File: src/rtl/error_metrics_8b.sv
// Streaming accuracy accumulator for 8-bit approximate adders.
// Two-stage pipeline: per-sample error, then run-wide accumulation.
module error_metrics_8b #(
  parameter int CNT_W = 16
) (
  input  logic               clk,
  input  logic               rst_n,
  input  logic               start,
  input  logic [CNT_W-1:0]   num_samples,
  input  logic               in_valid,
  output logic               in_ready,
  input  logic [7:0]         a,
  input  logic [7:0]         b,
  input  logic [8:0]         s_approx,
  output logic               busy,
  output logic               done,
  output logic [CNT_W-1:0]   err_count,
  output logic [CNT_W+8:0]   ed_sum,
  output logic [CNT_W+9:0]   ed_sgn_sum,
  output logic [8:0]         ed_max
);

  typedef enum logic [1:0] {
    IDLE,
    RUN,
    DRAIN,
    DONE
  } state_t;

  typedef struct packed {
    logic [9:0] diff;
    logic [8:0] mag;
    logic       nz;
  } s1_t;

  state_t           state;
  state_t           nxt;
  logic [CNT_W-1:0] target;
  logic [CNT_W-1:0] acc_cnt;
  logic [CNT_W-1:0] cnt_inc;
  logic             s1_valid;
  s1_t              s1;
  s1_t              s1_d;

  logic       start_ok;
  logic       zero_req;
  logic       accept;
  logic       last;
  logic [8:0] exact;
  logic [9:0] diff;
  logic [9:0] neg;

  assign start_ok = start &&
                    (state == IDLE || state == DONE);
  assign zero_req = (num_samples == '0);
  assign accept   = in_valid && in_ready;
  assign cnt_inc  = acc_cnt + CNT_W'(1);
  assign last     = accept && (cnt_inc == target);

  assign exact = {1'b0, a} + {1'b0, b};
  assign diff  = {1'b0, s_approx} - {1'b0, exact};
  assign neg   = -diff;

  always_comb begin
    s1_d.diff = diff;
    s1_d.mag  = diff[9] ? neg[8:0] : diff[8:0];
    s1_d.nz   = (diff != '0);
  end

  always_comb begin
    nxt = state;
    unique case (state)
      IDLE, DONE: begin
        if (start) nxt = zero_req ? DONE : RUN;
      end
      RUN: begin
        if (last) nxt = DRAIN;
      end
      DRAIN: begin
        // stage 1 empty means stage 2 has consumed the final sample
        if (!s1_valid) nxt = DONE;
      end
      default: nxt = IDLE;
    endcase
  end

  always_ff @(posedge clk or negedge rst_n) begin
    if (!rst_n) begin
      state    <= IDLE;
      in_ready <= 1'b0;
      busy     <= 1'b0;
      done     <= 1'b0;
    end else begin
      state    <= nxt;
      in_ready <= (nxt == RUN);
      busy     <= (nxt == RUN) || (nxt == DRAIN);
      // an empty run shows done one cycle after start
      done     <= (nxt == DONE) &&
                  !(start_ok && zero_req);
    end
  end

  always_ff @(posedge clk or negedge rst_n) begin
    if (!rst_n) begin
      target  <= '0;
      acc_cnt <= '0;
    end else if (start_ok) begin
      target  <= num_samples;
      acc_cnt <= '0;
    end else if (accept) begin
      acc_cnt <= cnt_inc;
    end
  end

  always_ff @(posedge clk or negedge rst_n) begin
    if (!rst_n) begin
      s1_valid <= 1'b0;
      s1       <= '0;
    end else begin
      s1_valid <= accept;
      if (accept) s1 <= s1_d;
    end
  end

  always_ff @(posedge clk or negedge rst_n) begin
    if (!rst_n) begin
      err_count  <= '0;
      ed_sum     <= '0;
      ed_sgn_sum <= '0;
      ed_max     <= '0;
    end else if (start_ok) begin
      err_count  <= '0;
      ed_sum     <= '0;
      ed_sgn_sum <= '0;
      ed_max     <= '0;
    end else if (s1_valid) begin
      err_count  <= err_count + CNT_W'(s1.nz);
      ed_sum     <= ed_sum + (CNT_W+9)'(s1.mag);
      ed_sgn_sum <= ed_sgn_sum +
                    {{CNT_W{s1.diff[9]}}, s1.diff};
      if (s1.mag > ed_max) ed_max <= s1.mag;
    end
  end

endmodule

File: config.mk
export PLATFORM = sky130hd
export DESIGN_NAME = error_metrics_8b
export DESIGN_NICKNAME = d
export VERILOG_FILES = /design/src/rtl/error_metrics_8b.sv
export SDC_FILE = /design/constraint.sdc
export NUM_CORES = 1
export LEC_CHECK = 0
export CORE_ASPECT_RATIO = 0.7
export CORE_UTILIZATION = 40
export CTS_CLUSTER_DIAMETER = 120
export DETAILED_ROUTE_END_ITERATION = 7
export GPL_TIMING_DRIVEN = 0
export PLACE_DENSITY_LB_ADDON = 0.3
export SLEW_MARGIN = 20
export SYNTH_ARGS = -nofsm -noshare
export SYNTH_HDL_FRONTEND = slang
export SYNTH_SLANG_ARGS = --single-unit
File: constraint.sdc
create_clock -name clk -period 4.55 [get_ports clk]
set_input_delay 0.91 -clock clk [delete_from_list [all_inputs] [get_ports clk]]
set_output_delay 0.91 -clock clk [all_outputs]
set_load 0.005 [all_outputs]
==> results.json, run 1 <==
{
  "status": "finished clean",
  "cp_max_fo": 4,
  "path_clk_slew_ns": 0.06,
  "synth_nets": 1129,
  "die_w_um": 180,
  "max_freq_ghz": 0.260,
  "yosys_most_used_dff": "dfrtp_1",
  "clock_skew_ns": 0.00795,
  "num_vias": 7788,
  "p_sw_share_pct": 43.5,
  "cts_tree": "built",
  "clk_latency_ns": 0.43,
  "endpoint_kind": "flop",
  "pwr-share-comb_pct": 52.3,
  "std_cell_rows": 45,
  "synth.avg_cell_area_um2": 8.81,
  "dpl.hpwl_um": 17800,
  "r2r_end": "done$_DFF_PN0_",
  "tns_ns": 0,
  "cap_violations": 0,
  "ys_seq_area_share_pct": 37.3,
  "totalWireLength_um": 23800,
  "avgRoutedWirePerCell_um": 16.4,
  "postSynthCellCount": 1012,
  "worst_pin_slew_ns": 0.968,
  "viasPerCell": 5.37,
  "holdBufCountCts": 0,
  "rsz0062_at_grt": "false",
  "nets": 1272,
  "pin_count": 124,
  "root_buffer": "clkbuf_16",
  "area_growth_pct": 24.2,
  "p_int_mw": 3.83,
  "yosysWarningCount": 0,
  "relSlewSlack_pct": 35.1,
  "grt_pass1_vias": 7297,
  "core_area_um2": 21800,
  "hold_violations": 0,
  "numCtsBuffers": 17,
  "htree_num_levels": 4,
  "fin_util_pct": 50.8,
  "cp-start-kind": "input port",
  "antenna_found_initial": 0,
  "reg2regPathDepth": 10,
  "post_cts_resized": 0,
  "cts_setup_buffers": 0,
  "period_needed_ns": 3.84,
  "antenna_cells": 0,
  "route.antenna.remaining_nets": 0,
  "multiInputGateArea_um2": 5200,
  "drt_iter0_markers": 640,
  "start_util_pct": 40.9,
  "drt_pass1_iterations": 5,
  "seq_area_um2": 3330,
  "hold_slack_ns": 0.406,
  "r2r_slack_ns": 1.29,
  "setup_slack_ns": 0.711,
  "setup_viol": 0,
  "grt_max_degree": 73,
  "clock_path_buffers": 2,
  "ys_ff_latch": 133,
  "syn-cell-area_um2": 8910,
  "crit_chain": "clkdlybuf4s50_1, inv_1, fa_1, ha_1, a21oi_1, nand2_1, o41a_1, a211oi_1, nand3_1, a211o_1, a22o_1",
  "power.leakage_nw": 4.83,
  "fillers": 2070,
  "dp_slack_ns": 0.315,
  "slowest_delay_ns": 0.51,
  "clock-sinks": 133,
  "drive_above_1_share_pct": 4.37,
  "gr-total-overflow": 0,
  "mostFrequentLayoutCells": "dfrtp_1 (133), nand2_1 (124), clkdlybuf4s50_1 (122)",
  "ir_drop_v": 0.000343,
  "final-max-slew-violation-count": 0,
  "critPathSlowestCell": "a211oi_1",
  "grt_pass1_wl_um": 38800,
  "synth.distinct_cells": 72,
  "grt_usage_pct": 21.5,
  "synth_edf_count": 0,
  "power.density_nw_per_um2": 612,
  "die_h_um": 127,
  "drc_errors": 0,
  "critPathKind": "input port to flop",
  "hold_path.class": "input port to asynchronous set/reset pin",
  "async_flop_share_pct": 100,
  "p_clk_share_pct": 19.1,
  "dieArea_um2": 22900,
  "mostFrequentLayoutCell": "dfrtp_1",
  "seqPwrFrac_pct": 28.6,
  "portBuffers": 123,
  "arrival_ns": 4.15,
  "p_sw_mw": 2.94,
  "place_congestion": 0.901,
  "fin_crit_sh_pct": 84.4,
  "required_ns": 4.87,
  "regToRegStartpoint": "acc_cnt[0]$_DFFE_PN0P_"
}
==> registers in the layout, indices dropped and copies added, names as in the netlist <==
name,cells
acc_cnt,16
busy,1
done,1
ed_max,9
ed_sgn_sum,26
ed_sum,25
err_count,16
in_ready,1
s1,19
s1_valid,1
state,2
target,16
==> worst max-delay path: cells and delay by family <==
kind	cells	cell delay (ns)
compound gates	5	1.59
fa+ha+maj	2	0.83
buf+inv	2	0.51
simple gates	2	0.33
==> logic make-up after synthesis <==
kind of cell	after synthesis	share of synthesized area [%]
AND/OR/NAND/NOR	366	19.0
AO/OA/AOI/OAI	238	16.9
flip-flops	133	37.3
buffers and inverters	90	4.34
XOR/XNOR	89	8.75
adder cells (fa/ha/maj)	72	11.0
multiplexers	24	2.70
==> synthesized netlist by cell type (5+ instances only) <==
master	instances	area (µm²)
buf_1	9	33.8
nand2b_1	10	62.6
ha_1	62	776
inv_1	49	184
nand3_1	30	150
nand4_1	18	113
a21o_1	12	90.1
xnor2_1	53	464
o21bai_1	8	60.1
a211oi_1	15	113
nand3b_1	5	37.5
a21oi_1	67	335
nor3_1	23	115
o21ai_1	14	70.1
mux2i_1	24	240
o21ai_0	57	285
o211ai_1	5	37.5
and3_1	10	62.6
nor2_1	102	383
xor2_1	36	315
nand2_1	124	465
a31oi_1	8	50.1
o21a_1	10	75.1
clkbuf_1	23	86.3
nor2b_1	9	56.3
dfrtp_1	133	3330
or3_1	9	56.3
fa_1	10	200
==> worst max path at each step <==
stage	startpoint	to	slack, ns	depth (start not counted)
2_1_floorplan	a[2]	s1[8]$_DFFE_PN0P_	1.07	10
3_3_place_gp	rst_n	err_count[9]$_DFFE_PN0P_	-3.05	1
3_5_place_dp	a[2]	s1[8]$_DFFE_PN0P_	0.32	11
4_1_cts	a[2]	s1[8]$_DFFE_PN0P_	0.75	11
5_1_grt	a[0]	s1[8]$_DFFE_PN0P_	0.60	12
6_report	a[2]	s1[8]$_DFFE_PN0P_	0.71	11
==> through the flow <==
step	power, mW	cell area [µm²]	std cells
3_3_place_gp	5.36	10500	1417
4_1_cts	6.77	11100	1450
6_report	6.77	11100	1450
5_1_grt	7.32	11100	1450
2_1_floorplan	4.28	8910	1012
3_5_place_dp	5.44	10500	1418
==> power by group through the flow <==
stage,sequential (mW),clock [mW],combinational [mW]
2_1_floorplan,1.82,0,2.46
3_3_place_gp,1.95,0,3.41
3_5_place_dp,1.95,0,3.49
4_1_cts,1.93,1.32,3.52
5_1_grt,1.99,1.37,3.97
6_report,1.94,1.29,3.54
==> final cells by class <==
class / instances / share of cell area [%]
multi-input combinational: 789 / 46.9
sequential: 133 / 30.1
timing repair buffer: 124 / 11.4
clock buffer: 17 / 3.84
tap: 282 / 3.19
buffer: 40 / 1.80
inverter: 50 / 1.69
clock inverter: 15 / 1.07
==> routing by layer <==
layer	share of wire (%)	global-route usage, %	wire (µm)
met5	0	0	0
met4	1.0	4.63	242
met3	6.1	4.82	1460
met2	40	30.4	9560
met1	53	32.8	12500
Power figures use the tool's default switching activity.
==> inputs of run 2 (changes only) <==
clock period = 3.95 ns   (was 4.55 ns; I/O delays follow)
==> results of run 2 <==
Same layout as run 1 (identical final DEF). Status: finished clean.
Among the figures that moved: setup slack after placement 0.315 ns -> -0.165 ns; setup slack after layout 0.711 ns -> 0.231 ns; hold slack 0.406 ns -> 0.286 ns; register-to-register setup slack 1.29 ns -> 0.69 ns; total power 6.77 mW -> 7.80 mW; worst IR drop on VDD 0.000343 V -> 0.000395 V
==> inputs of run 3 (changes only) <==
ABC_AREA = 0   (was not set)
SLEW_MARGIN = 25   (was 20)
==> results of run 3 <==
Same layout as run 1 (identical final DEF). Status: finished clean.
Among the figures that moved: setup slack after placement 0.315 ns -> -0.165 ns; setup slack after layout 0.711 ns -> 0.231 ns; hold slack 0.406 ns -> 0.286 ns; register-to-register setup slack 1.29 ns -> 0.69 ns; total power 6.77 mW -> 7.80 mW; worst IR drop on VDD 0.000343 V -> 0.000395 V
